===== config.mk =====
export PLATFORM = sky130hd
export DESIGN_NAME = mem_txn_unit
export DESIGN_NICKNAME = d
export VERILOG_FILES = /design/src/rtl/mem_txn_unit.sv
export SDC_FILE = /design/constraint.sdc
export NUM_CORES = 1
export LEC_CHECK = 0
export CAP_MARGIN = 20
export CORE_AREA = 2 2 183 185
export CTS_BUF_LIST = sky130_fd_sc_hd__clkbuf_16
export CTS_CLUSTER_SIZE = 16
export DETAILED_ROUTE_END_ITERATION = 16
export DIE_AREA = 0 0 185 187
export GPL_ROUTABILITY_DRIVEN = 0
export PLACE_DENSITY = 0.72
export SETUP_SLACK_MARGIN = 0.05
export SYNTH_ARGS = -nofsm -noshare
export SYNTH_HDL_FRONTEND = slang
export SYNTH_SLANG_ARGS = --single-unit

===== constraint.sdc =====
create_clock -name i_SYSTEM_clk -period 8.24 [get_ports i_SYSTEM_clk]
set_clock_uncertainty 0.15 [all_clocks]
set_input_delay 1.648 -clock i_SYSTEM_clk [delete_from_list [all_inputs] [get_ports i_SYSTEM_clk]]
set_output_delay 1.648 -clock i_SYSTEM_clk [all_outputs]
set_load 0.05 [all_outputs]

===== src/rtl/mem_txn_unit.sv =====
// Burst read/write AXI4 master feeding the ExMU cache from two circular regions; reads return beats 1 cycle after R.
// Channels stall on AXI ready/valid; the optional watchdog (MEMMU_TIMEOUT_EN) forces a stuck FSM back to idle.
module mem_txn_unit #(
    parameter int          ADDR_W         = 32,
    parameter int          DATA_W         = 64,
    parameter int          BURST_LEN      = 16,
    parameter logic [31:0] REGION_BYTES   = 32'h0010_0000,
    parameter int          TIMEOUT_CYCLES = 1024
) (
    input  logic              i_SYSTEM_clk,
    input  logic              i_SYSTEM_rst,
    input  logic              i_CU_INT_initReadTx,
    input  logic              i_CU_INT_initWriteTx,
    input  logic              i_CU_MonU_processingDone,
    input  logic [ADDR_W-1:0] i_MemMU_readBase,
    input  logic [ADDR_W-1:0] i_MemMU_writeBase,
    output logic              o_INT_readTxnDone,
    output logic              o_INT_writeTxnDone,
    output logic [31:0]       o_MemMU_status,
    output logic              o_MemMU_ExMU_rdValid,
    output logic [DATA_W-1:0] o_MemMU_ExMU_rdData,
    output logic [7:0]        o_MemMU_ExMU_rdIndex,
    output logic [7:0]        o_MemMU_ExMU_wrIndex,
    input  logic [DATA_W-1:0] i_ExMU_MemMU_wrData,
    output logic [ADDR_W-1:0] m_axi_araddr,
    output logic [7:0]        m_axi_arlen,
    output logic              m_axi_arvalid,
    input  logic              m_axi_arready,
    input  logic [DATA_W-1:0] m_axi_rdata,
    input  logic [1:0]        m_axi_rresp,
    input  logic              m_axi_rlast,
    input  logic              m_axi_rvalid,
    output logic              m_axi_rready,
    output logic [ADDR_W-1:0] m_axi_awaddr,
    output logic [7:0]        m_axi_awlen,
    output logic              m_axi_awvalid,
    input  logic              m_axi_awready,
    output logic [DATA_W-1:0] m_axi_wdata,
    output logic              m_axi_wlast,
    output logic              m_axi_wvalid,
    input  logic              m_axi_wready,
    input  logic [1:0]        m_axi_bresp,
    input  logic              m_axi_bvalid,
    output logic              m_axi_bready
);
    localparam logic [ADDR_W-1:0] BURST_BYTES = ADDR_W'(BURST_LEN * DATA_W / 8);
    localparam logic [ADDR_W-1:0] REGION_MASK = ADDR_W'(REGION_BYTES - 32'd1);
    localparam logic [7:0]        LAST_IDX    = 8'(BURST_LEN - 1);

    typedef enum logic [1:0] {R_IDLE, R_ADDR, R_DATA} r_state_t;
    typedef enum logic [1:0] {W_IDLE, W_ADDR, W_DATA, W_RESP} w_state_t;

    r_state_t          r_state;
    w_state_t          w_state;
    logic [ADDR_W-1:0] rd_ptr, wr_ptr;
    logic [7:0]        rd_beat, rd_cnt, wr_cnt;
    logic              err_flag, overrun_flag, timeout_flag;
    logic              rd_to, wr_to;

    assign m_axi_arlen = LAST_IDX;
    assign m_axi_awlen = LAST_IDX;
    assign m_axi_wdata = i_ExMU_MemMU_wrData;
    assign m_axi_wlast = m_axi_wvalid && (o_MemMU_ExMU_wrIndex == LAST_IDX);

    assign o_MemMU_status = err_flag ? 32'hFFFF_FFFF :
        {8'h00, wr_cnt, rd_cnt, 4'h0, timeout_flag, overrun_flag, ~o_INT_writeTxnDone, ~o_INT_readTxnDone};

`ifdef MEMMU_TIMEOUT_EN
    logic [31:0] rd_wdog, wr_wdog;

    // Counters restart on any handshake of their own channels and hold at zero while idle.
    always_ff @(posedge i_SYSTEM_clk) begin
        if (i_SYSTEM_rst) begin
            rd_wdog <= '0;
            wr_wdog <= '0;
        end else begin
            if (r_state == R_IDLE || rd_to || (m_axi_arvalid && m_axi_arready) || (m_axi_rready && m_axi_rvalid))
                rd_wdog <= '0;
            else
                rd_wdog <= rd_wdog + 32'd1;
            if (w_state == W_IDLE || wr_to || (m_axi_awvalid && m_axi_awready) ||
                (m_axi_wvalid && m_axi_wready) || (m_axi_bready && m_axi_bvalid))
                wr_wdog <= '0;
            else
                wr_wdog <= wr_wdog + 32'd1;
        end
    end

    assign rd_to = (rd_wdog == 32'(TIMEOUT_CYCLES));
    assign wr_to = (wr_wdog == 32'(TIMEOUT_CYCLES));
`else
    assign rd_to = 1'b0;
    assign wr_to = 1'b0;
`endif

    always_ff @(posedge i_SYSTEM_clk) begin
        if (i_SYSTEM_rst) begin
            err_flag     <= 1'b0;
            overrun_flag <= 1'b0;
            timeout_flag <= 1'b0;
        end else begin
            if ((i_CU_INT_initReadTx && r_state != R_IDLE) || (i_CU_INT_initWriteTx && w_state != W_IDLE))
                overrun_flag <= 1'b1;
            if ((r_state == R_DATA && m_axi_rvalid && m_axi_rresp != 2'b00) ||
                (w_state == W_RESP && m_axi_bvalid && m_axi_bresp != 2'b00) || rd_to || wr_to)
                err_flag <= 1'b1;
            if (rd_to || wr_to)
                timeout_flag <= 1'b1;
        end
    end

    always_ff @(posedge i_SYSTEM_clk) begin
        if (i_SYSTEM_rst) begin
            r_state              <= R_IDLE;
            m_axi_araddr         <= '0;
            m_axi_arvalid        <= 1'b0;
            m_axi_rready         <= 1'b0;
            o_MemMU_ExMU_rdValid <= 1'b0;
            o_MemMU_ExMU_rdData  <= '0;
            o_MemMU_ExMU_rdIndex <= '0;
            o_INT_readTxnDone    <= 1'b1;
            rd_beat              <= '0;
            rd_cnt               <= '0;
            rd_ptr               <= '0;
        end else begin
            o_MemMU_ExMU_rdValid <= 1'b0;
            // Done trails the FSM by a cycle so it rises only after the last beat reached the cache.
            o_INT_readTxnDone    <= (r_state == R_IDLE) && !i_CU_INT_initReadTx;
            if (rd_to) begin
                r_state       <= R_IDLE;
                m_axi_arvalid <= 1'b0;
                m_axi_rready  <= 1'b0;
            end else begin
                case (r_state)
                    R_IDLE: if (i_CU_INT_initReadTx) begin
                        m_axi_araddr  <= i_MemMU_readBase + rd_ptr;
                        m_axi_arvalid <= 1'b1;
                        r_state       <= R_ADDR;
                    end
                    R_ADDR: if (m_axi_arready) begin
                        m_axi_arvalid <= 1'b0;
                        m_axi_rready  <= 1'b1;
                        rd_beat       <= '0;
                        r_state       <= R_DATA;
                    end
                    R_DATA: if (m_axi_rvalid) begin
                        o_MemMU_ExMU_rdValid <= 1'b1;
                        o_MemMU_ExMU_rdData  <= m_axi_rdata;
                        o_MemMU_ExMU_rdIndex <= rd_beat;
                        rd_beat              <= rd_beat + 8'd1;
                        if (m_axi_rlast) begin
                            m_axi_rready <= 1'b0;
                            rd_cnt       <= rd_cnt + 8'd1;
                            rd_ptr       <= (rd_ptr + BURST_BYTES) & REGION_MASK;
                            r_state      <= R_IDLE;
                        end
                    end
                    default: r_state <= R_IDLE;
                endcase
            end
            if (i_CU_MonU_processingDone)
                rd_ptr <= '0;
        end
    end

    always_ff @(posedge i_SYSTEM_clk) begin
        if (i_SYSTEM_rst) begin
            w_state              <= W_IDLE;
            m_axi_awaddr         <= '0;
            m_axi_awvalid        <= 1'b0;
            m_axi_wvalid         <= 1'b0;
            m_axi_bready         <= 1'b0;
            o_MemMU_ExMU_wrIndex <= '0;
            o_INT_writeTxnDone   <= 1'b1;
            wr_cnt               <= '0;
            wr_ptr               <= '0;
        end else begin
            if (wr_to) begin
                w_state            <= W_IDLE;
                m_axi_awvalid      <= 1'b0;
                m_axi_wvalid       <= 1'b0;
                m_axi_bready       <= 1'b0;
                o_INT_writeTxnDone <= 1'b1;
            end else begin
                case (w_state)
                    W_IDLE: if (i_CU_INT_initWriteTx) begin
                        m_axi_awaddr       <= i_MemMU_writeBase + wr_ptr;
                        m_axi_awvalid      <= 1'b1;
                        o_INT_writeTxnDone <= 1'b0;
                        w_state            <= W_ADDR;
                    end
                    W_ADDR: if (m_axi_awready) begin
                        m_axi_awvalid        <= 1'b0;
                        m_axi_wvalid         <= 1'b1;
                        o_MemMU_ExMU_wrIndex <= '0;
                        w_state              <= W_DATA;
                    end
                    W_DATA: if (m_axi_wready) begin
                        if (o_MemMU_ExMU_wrIndex == LAST_IDX) begin
                            m_axi_wvalid <= 1'b0;
                            m_axi_bready <= 1'b1;
                            w_state      <= W_RESP;
                        end else begin
                            o_MemMU_ExMU_wrIndex <= o_MemMU_ExMU_wrIndex + 8'd1;
                        end
                    end
                    W_RESP: if (m_axi_bvalid) begin
                        m_axi_bready       <= 1'b0;
                        o_INT_writeTxnDone <= 1'b1;
                        wr_cnt             <= wr_cnt + 8'd1;
                        wr_ptr             <= (wr_ptr + BURST_BYTES) & REGION_MASK;
                        w_state            <= W_IDLE;
                    end
                    default: w_state <= W_IDLE;
                endcase
            end
            if (i_CU_MonU_processingDone)
                wr_ptr <= '0;
        end
    end
endmodule


; ---- Word level (Yosys, flattened, before mapping)
; Cells that the tools add are included.
[totals]
mem_count = 0
latchBits = 0
reg_bits = 222
romBits = 0
ramBits = 0
out_inout_bits = 265
[classes]
reduce_logical = 40
eq_ne = 16
n_mul = 0
bitwise = 3
muxes = 41
addsub = 8
n_div = 0
magnitude_cmp = 0
shifts = 0
[ops]
columns = op, count
row1 = 32-bit by 20-bit adder with 32-bit output, 2
row2 = 20-bit by 8-bit adder with 20-bit output (second input constant), 2
row3 = 8-bit two-way mux, 5
row4 = 8-bit by 1-bit adder with 8-bit output (second input constant), 4
row5 = 32-bit two-way mux, 1
row6 = 8-bit case mux with 2 select lines, 2
row7 = 2-bit inequality test (second input constant), 10
row8 = 4-bit AND reduction, 5
row9 = 2-bit nonzero test, 10
row10 = 2-bit two-way mux, 9
row11 = 1-bit two-way mux, 16
row12 = 3-bit AND reduction, 5
row13 = 1-bit case mux with 2 select lines, 6
row14 = 8-bit by 4-bit equality test with 1-bit output (second input constant), 1
row15 = 1-bit logical AND, 8
row16 = 2-bit case mux with 4 select lines, 1
row17 = 2-bit AND reduction, 4
row18 = 2-bit equality test (second input constant), 3
row19 = 2-bit case mux with 3 select lines, 1
row20 = 5-bit AND reduction, 1
row21 = 2-bit by 1-bit equality test with 1-bit output (second input constant), 2
row22 = 2-bit logical NOT, 2
row23 = 2-bit OR reduction, 2
row24 = 1-bit NOT, 3
row25 = 2 further kinds, 3

; ---- Depth between registers and ports, before layout
; Gate-level depths: netlist of the first run.
[depth]
ltp_word = 4
mapped_depth = 9
ltp_nobuf = 9

; ---- Worst setup path before layout of the first run
; Ideal clock, no wire load.
[synth_timing]
path_type = in2reg
startpoint = input i_MemMU_readBase[7]
endpoint = register m_axi_araddr[19]
cell_stages = 9
setup_ns = 0.062
required_ns = 8.028
n_path_buf = 0
arrival_ns = 3.565
setup_slack_ns = 4.462
path_cell_list = ha_1 fa_1 a211oi_2 nor3_2 nor2_1 o21ai_1 a211o_1 a2111o_1 nand3_1
[synth_between]
elab_chain_cells = 1
[synth_rtl]
columns = item, line_no
row1 = start: declaration, 15  ; input logic [ADDR_W-1:0] i_MemMU_readBase,
row2 = 32-bit by 20-bit adder with 32-bit output, 136  ; m_axi_araddr <= i_MemMU_readBase + rd_ptr;
row3 = end signal: assignment, 136
row4 = end: declaration, 25  ; output logic [ADDR_W-1:0] m_axi_araddr,
; Every way passes these cells.
; A chain may end at the register's enable or synchronous reset.

; ---- Worst setup path after layout of the first run
[layout_timing]
startpoint = register o_MemMU_ExMU_wrIndex[4]
endpoint = output m_axi_wlast
[layout_between]
elab_chain_cells = 2
[layout_rtl]
columns = item, line_no
row1 = start: declaration, 23  ; output logic [7:0] o_MemMU_ExMU_wrIndex,
row2 = start signal: assignment, 204  ; o_MemMU_ExMU_wrIndex <= o_MemMU_ExMU_wrIndex + 8'd1;
row3 = 8-bit by 4-bit equality test with 1-bit output, 63  ; assign m_axi_wlast = m_axi_wvalid && (o_MemMU_ExMU_wrIndex == LAST_IDX);
row4 = 1-bit logical AND, 63
row5 = end: declaration, 39  ; output logic m_axi_wlast,
; Every way passes these cells.

==> results of run 1 <==
==> power by group <==
part / switching (mW) / internal (mW)
Combinational: 0.544 / 0.288
Clock: 0.428 / 0.641
Sequential: 0.0510 / 1.08
Total: 1.02 / 2.01
==> area by class of cell <==
class	instances	area [µm²]
repair buffers	332	3310
clock inverters	19	164
diodes	2	5.00
well taps	448	561
flip-flops and latches	208	4160
fillers	3220	18900
multi-input cells	902	5080
clock buffers	25	626
inverters	10	37.5
==> worst min-delay path by stage <==
stage / startpoint / end / slack (ns) / cells after the start
floorplan: rd_beat[7] / o_MemMU_ExMU_rdIndex[7] / 0.29 / 2
global placement: m_axi_awaddr[19] / m_axi_awaddr[19] / 0.29 / 2
detailed placement: o_MemMU_ExMU_rdData[54] / o_MemMU_ExMU_rdData[54] / 0.30 / 2
CTS: o_MemMU_ExMU_rdData[54] / o_MemMU_ExMU_rdData[54] / 0.30 / 2
global route: o_MemMU_ExMU_rdData[50] / o_MemMU_ExMU_rdData[50] / 0.32 / 2
finish: o_MemMU_ExMU_rdData[62] / o_MemMU_ExMU_rdData[62] / 0.30 / 2
==> sequential cells by signal, summed over array words and instances (netlist names), 2 cells and up <==
| name | cells |
|---|---|
| w_state | 2 |
| r_state | 2 |
| o_MemMU_ExMU_rdData | 64 |
| m_axi_awaddr | 32 |
| wr_cnt | 8 |
| rd_ptr | 13 |
| wr_ptr | 13 |
| rd_beat | 8 |
| m_axi_araddr | 32 |
| rd_cnt | 8 |
| o_MemMU_ExMU_wrIndex | 8 |
| o_MemMU_ExMU_rdIndex | 8 |
==> cell families (layout without fill, tap and decap cells) <==
logic type               count (synthesis)  in the layout  synth area share
adder cells (fa/ha/maj)                 38             38            0.0481
buffers and inverters                  160            386            0.0981
multiplexers                             8              8           0.00798
XOR/XNOR                                74             74            0.0636
AO/OA/AOI/OAI                          250            250             0.144
other                                    2             18          0.000737
flip-flops                             208            208             0.409
AND/OR/NAND/NOR                        516            516             0.229
==> layer usage <==
layer	track usage	vias up
met2	0.276	286
met3	0.0374	65
met1	0.189	4209
met4	0.0574	0
li1	-	4607
met5	0	-
==> critical path, stage by stage, from the launching register on <==
cell and delay (ns):
dfxtp_1 0.35, nor4_1 0.37, and4_1 0.34, and2_1 0.15
clkdlybuf4s50_1 0.86
==> stage by stage <==
stage          power, mW  setup slack (ns)  area (µm²)  cells  hold WS [ns]
2_1_floorplan       1.78              4.46       10200   1270         0.287
3_3_place_gp        1.98              3.82       13200   1900         0.287
3_5_place_dp        1.99              3.79       13200   1900         0.296
4_1_cts             3.08              3.82       13900   1944         0.304
5_1_grt             3.18              3.71       13900   1946         0.317
6_report            3.03              3.86       13900   1946         0.301
==> cells in the final DEF, fill, tap and decap left out, types with 3 or more instances in the layout <==
| master | count |
|---|---|
| clkinv_1 | 7 |
| clkdlybuf4s50_1 | 326 |
| nor2_1 | 96 |
| and4_1 | 7 |
| or2_2 | 22 |
| clkbuf_16 | 25 |
| nor2b_1 | 4 |
| conb_1 | 16 |
| dfxtp_1 | 208 |
| a21oi_1 | 151 |
| a31oi_1 | 3 |
| inv_1 | 13 |
| a21o_1 | 7 |
| nand3b_1 | 5 |
| nand2b_1 | 9 |
| xor2_1 | 50 |
| nor3_1 | 9 |
| xnor2_1 | 24 |
| nand2_1 | 260 |
| and3_1 | 20 |
| a211oi_1 | 22 |
| and2_1 | 4 |
| o21a_1 | 3 |
| clkinv_2 | 4 |
| nand4_1 | 26 |
| nand3_1 | 28 |
| mux2i_1 | 7 |
| a311oi_1 | 6 |
| bufinv_16 | 3 |
| buf_4 | 5 |
| or3_1 | 16 |
| ha_1 | 36 |
| o21ai_0 | 32 |
| o211ai_1 | 7 |
==> metrics.md, run 1 <==
| Metric | Value |
|---|---|
| Clk sinks | `between 200 and 250` |
| Initial core utilization | `0.310` |
| Ys flop type | `dfxtp_1` |
| Worst-path maximum fanout | `5` |
| Core box area | `roughly 0.033 mm²` |
| RSZ-0062 raised after global routing | `no` |
| Worst slew pin tran | `0.834 ns` |
| Library cells used by synthesis | `62` |
| Total wire length | `28600 µm` |
| #FFs+latches synth | `around 210` |
| Clock root buffer | `clkbuf_16` |
| Met2 Routed Length | `13700 µm` |
| Setup slack, reg-to-reg | `5.48 ns` |
| Die X | `around 190 µm` |
| Area grow syn2layout | `36.9%` |
| Clock buffer depth | `3` |
| Drt pass-1 iters | `5` |
| Pwr/cell area | `approximately 220 mW/mm²` |
| Sequential share of the synthesized area | `0.409` |
| DR vias/cell | `between 4 and 5` |
| Crit path capture | `m_axi_wlast` |
| Largest net degree at the start of global routing | `94` |
| Fraction of registers with async set or reset after synthesis | `0` |
| DP Wirelength | `21000 µm` |
| Mean Syn Cell Area | `slightly above 8 µm²` |
| CP required | `between 6 and 7 ns` |
| Vias in the first global route | `just under 9000` |
| Final min period | `4.38 ns` |
| Setup bufs post-CTS | `0` |
| Final Max Tran Viols | `0` |
| Top cells by area, synth | `dfxtp_1 41%, nand2_1 9.6%, a21oi_1 7.4%` |
| Top routing layer used | `met4` |
| Leak pwr | `roughly 5.2 nW` |
| Post-synth EDFFs | `0` |
| Worst Hold Class | `flip-flop to flip-flop` |
| # rows | `between 60 and 70` |
| Initial DRC count | `roughly 340` |
| Count leader, synth | `nand2_1` |
| CP Capture Type | `output port` |
| Layout Utilization | `0.424` |
| Crit path DAT | `2.59 ns` |
| Port bufs | `around 330` |
| All-layer global routing usage | `0.158` |
| Antenna violations before repair | `2` |
| Detailed-route wire length per cell | `~15 µm` |
| Synthesized area | `0.0102 mm²` |
| Share of the synthesized area in the top cell type | `0.409` |
| Vias post-DR | `between 9000 and 10000` |
| Hold Buf Count CTS | `0` |
| Crit Reg-Reg Startpoint | `rd_ptr[7]` |
| Grt total ovfl | `0` |
| Share of layout cells above drive strength 1 | `0.0508` |
| Die area | `between 0.03 and 0.04 mm²` |
| CTS tree | `done` |
| ANT nets after route | `0` |
| Critical path type | `flip-flop to output port` |
| Met1 WL | `11800 µm` |
| CP startpoint kind | `flip-flop` |
| Residual DRC | `0` |
| Cell count after synthesis | `1256` |
| Synth area leader | `dfxtp_1` |
| Fin nets | `between 1500 and 2000` |
| CP startpoint | `o_MemMU_ExMU_wrIndex[4]` |
| Fmax | `approximately 230 MHz` |
| Peak VDD IR | `roughly 0.00013 V` |
| Final hold violation count | `0` |
| Total CTS buffers | `25` |
| Outcome | `complete, no violations` |
| Total negative setup slack | `0 ns` |
| Die span in y | `between 150 and 200 µm` |
| Worst r2r path cells | `9` |
| Worst-skew pair later-pin latency | `around 0.52 ns` |
| Most common library cells after synthesis | `261 x nand2_1, 208 x dfxtp_1, 151 x a21oi_1, 96 x nor2_1, 93 x buf_4` |
| Fin crit share | `0.532` |
| I/O pins | `around 470` |
| CTS clk-pin slew, worst paths | `0.06 ns` |
| Worst slew margin | `0.444` |
| First-pass GRT wire length | `44800 µm` |
| Final Setup Violations | `0` |
| Met3 Routed Length | `approximately 2000 µm` |
| YS warnings | `0` |
| Post-cts resize count | `0` |
| Max_cap viols | `0` |
| H-tree depth | `1` |
| Critical R2R Capture | `m_axi_araddr[21]` |
No activity file was read; power rests on OpenSTA's default activity.
==> run 2: changes to the inputs <==
Settings changed: CORE_AREA 2 2 183 185 to 2 2 182 184, DIE_AREA 0 0 185 187 to 0 0 184 186, PLACE_DENSITY 0.72 to 0.75.
Clock period 8.24 ns to 3.52 ns, I/O delays scaled along.
==> metrics.md, run 2 (synthesis gave the netlist of run 1 again) <==
| Metric | Value |
|---|---|
| Worst-skew pair later-pin latency | `0.52 ns (about the same)` |
| Setup bufs post-CTS | `0 (unchanged)` |
| Critical path type | `flip-flop to output port` |
| Worst slew pin tran | `0.790 ns (-0.0440 ns)` |
| Port bufs | `327 (unchanged)` |
| WHS | `0.300 ns (-0.000475 ns)` |
| CTS tree | `done` |
| Clock share of power | `0.350 (-0.003)` |
| Clock buffer depth | `3 (unchanged)` |
| Hold Buf Count CTS | `0 (unchanged)` |
| Clk sinks | `208 (unchanged)` |
| Footprint of the multi-input gates | `0.00508 mm² (unchanged)` |
| Core box area | `0.0322 mm² (-2.0%)` |
| Worst-path maximum fanout | `16 (+11)` |
| First-pass GRT wire length | `45100 µm (+0.52%)` |
| CP Capture Type | `output port` |
| Combinational cell fraction of total power | `0.280 (+0.005)` |
| Drt pass-1 iters | `4 (-1)` |
| Detailed-route wire length per cell | `15.4 µm (+4.8%)` |
| Residual DRC | `0 (unchanged)` |
| Sequential power share | `0.370 (-0.003)` |
| Internal Power | `4.72 mW (+140%)` |
| Die area | `0.0342 mm² (-1.1%)` |
| Worst Hold Class | `flip-flop to flip-flop` |
| Most frequent cells in the layout | `325 x clkdlybuf4s50_1, 260 x nand2_1, 208 x dfxtp_1` |
| Crit Reg-Reg Startpoint | `rd_ptr[7]` |
| I/O pins | `472 (unchanged)` |
| Register Area | `0.00416 mm² (unchanged)` |
| Final Max Tran Viols | `0 (unchanged)` |
| Max reg flops | `64 (unchanged)` |
| DP Wirelength | `22000 µm (+4.3%)` |
| Leak pwr | `5.26 nW (+1.8%)` |
| Final Setup Violations | `0 (unchanged)` |
| CTS clk-pin slew, worst paths | `0.06 ns (about the same)` |
| Final min period | `~3.2 ns` |
| Share of layout cells above drive strength 1 | `0.0584 (+0.00759)` |
| H-tree depth | `1 (unchanged)` |
| Biggest register | `o_MemMU_ExMU_rdData` |
| Worst Hold Depth | `2 (unchanged)` |
| Hold EP | `o_MemMU_ExMU_rdIndex[6]` |
| Worst slew margin | `0.472 (+0.0281)` |
| Grt total ovfl | `0 (unchanged)` |
| Final hold violation count | `0 (unchanged)` |
| Max_cap viols | `0 (unchanged)` |
| Critical R2R Capture | `m_axi_araddr[19]` |
| Area grow syn2layout | `37.7%` |
| Die X | `184 µm (-0.54%)` |
| HP Start | `o_MemMU_ExMU_rdIndex[6]` |
| Largest registers | `o_MemMU_ExMU_rdData (64), m_axi_araddr (32), m_axi_awaddr (32)` |
| Clock root buffer | `clkbuf_16` |
| CP startpoint kind | `flip-flop` |
| DR vias/cell | `4.86 (+3.2%)` |
| Pwr/cell area | `509 mW/mm² (+130%)` |
| # rows | `66 (-1.5%)` |
| Post-cts resize count | `0 (unchanged)` |
| CP required | `2.67 ns (-3.77 ns)` |
| Peak VDD IR | `0.000306 V (+130%)` |
| Net Sw Power | `2.41 mW (+140%)` |
| Largest net degree at the start of global routing | `56 (-40%)` |
| All-layer global routing usage | `0.162 (+0.00371)` |
| Fmax | `approximately 320 MHz` |
| RSZ-0062 raised after global routing | `no` |
| Total wire length | `29500 µm (+3.2%)` |
| Vias in the first global route | `8916 (+2.9%)` |
| ANT nets after route | `0 (unchanged)` |
| Initial core utilization | `0.316 (+0.00631)` |
| Filler instances | `3110 (-3.4%)` |
| Fin crit share | `0.897` |
| Crit path DAT | `2.30 ns (-0.29 ns)` |
| Antenna violations before repair | `1 (-1)` |
| Switch share | `0.338 (+0.000363)` |
| Worst r2r path cells | `9 (unchanged)` |
| Most common cell after layout, fill and taps aside | `clkdlybuf4s50_1` |
| Vias post-DR | `9316 (+1.6%)` |
| Die span in y | `186 µm (-0.53%)` |
| CP startpoint | `err_flag` |
| Total CTS buffers | `25 (unchanged)` |
| Outcome | `complete, no violations` |
| Initial DRC count | `382 (+13%)` |
| Fin nets | `1736 (+0.70%)` |
| Setup slack, reg-to-reg | `0.87 ns (-4.61 ns)` |
| Total negative setup slack | `0 ns (unchanged)` |
==> run 2: power by group through the flow <==
stage	registers (mW)	logic (mW)	clock network, mW
floorplan	3.18	0.974	0
global placement	2.68	1.98	0
detailed placement	2.69	2.00	0
CTS	2.64	2.01	2.58
global route	2.66	2.12	2.68
finish	2.64	1.99	2.50
==> run 2: per-stage QoR <==
stage | std cells | power, mW | util | instance area, µm² | worst slack [ns]
after floorplan | 1270 | 4.16 | - | 10200 | 0.686
after global placement | 1872 | 4.66 | 0.411 | 13200 | 0.132
after detailed placement | 1872 | 4.69 | 0.411 | 13200 | 0.119
after CTS | 1915 | 7.22 | 0.435 | 14000 | 0.0622
after global routing | 1916 | 7.46 | 0.435 | 14000 | 0.235
final | 1916 | 7.13 | 0.435 | 14000 | 0.362
==> run 2: cell type report <==
cell class / instances / area share
sequential: 208 / 0.297
clock inverter: 18 / 0.0115
multi-input combinational: 902 / 0.362
inverter: 10 / 0.00268
timing repair buffer: 344 / 0.245
tap: 408 / 0.0364
antenna: 1 / 0.000178
clock buffer: 25 / 0.0446
==> run 2: how the worst max path moves through the flow <==
stage / cells after the start / slack [ns] / to
final: 3 / 0.36 / o_MemMU_status[17]
after floorplan: 9 / 0.69 / m_axi_araddr[19]
after CTS: 4 / 0.06 / m_axi_wlast
after global routing: 3 / 0.24 / o_MemMU_status[15]
after detailed placement: 10 / 0.12 / m_axi_araddr[19]
after global placement: 10 / 0.13 / m_axi_araddr[19]
==> run 2: layer usage <==
layer / part of all wire / up-vias / track usage
met3: 0.073 / 80 / 0.0440
met5: 0 / - / 0
met4: 0.038 / 0 / 0.0637
met1: 0.40 / 4290 / 0.185
li1: - / 4635 / -
met2: 0.48 / 311 / 0.288
==> run 2: worst max-delay path, cell delays in order (launching register included) <==
cell and delay [ns]:
dfxtp_1 0.58, buf_4 0.27, or2_2 0.13, clkdlybuf4s50_1 0.82
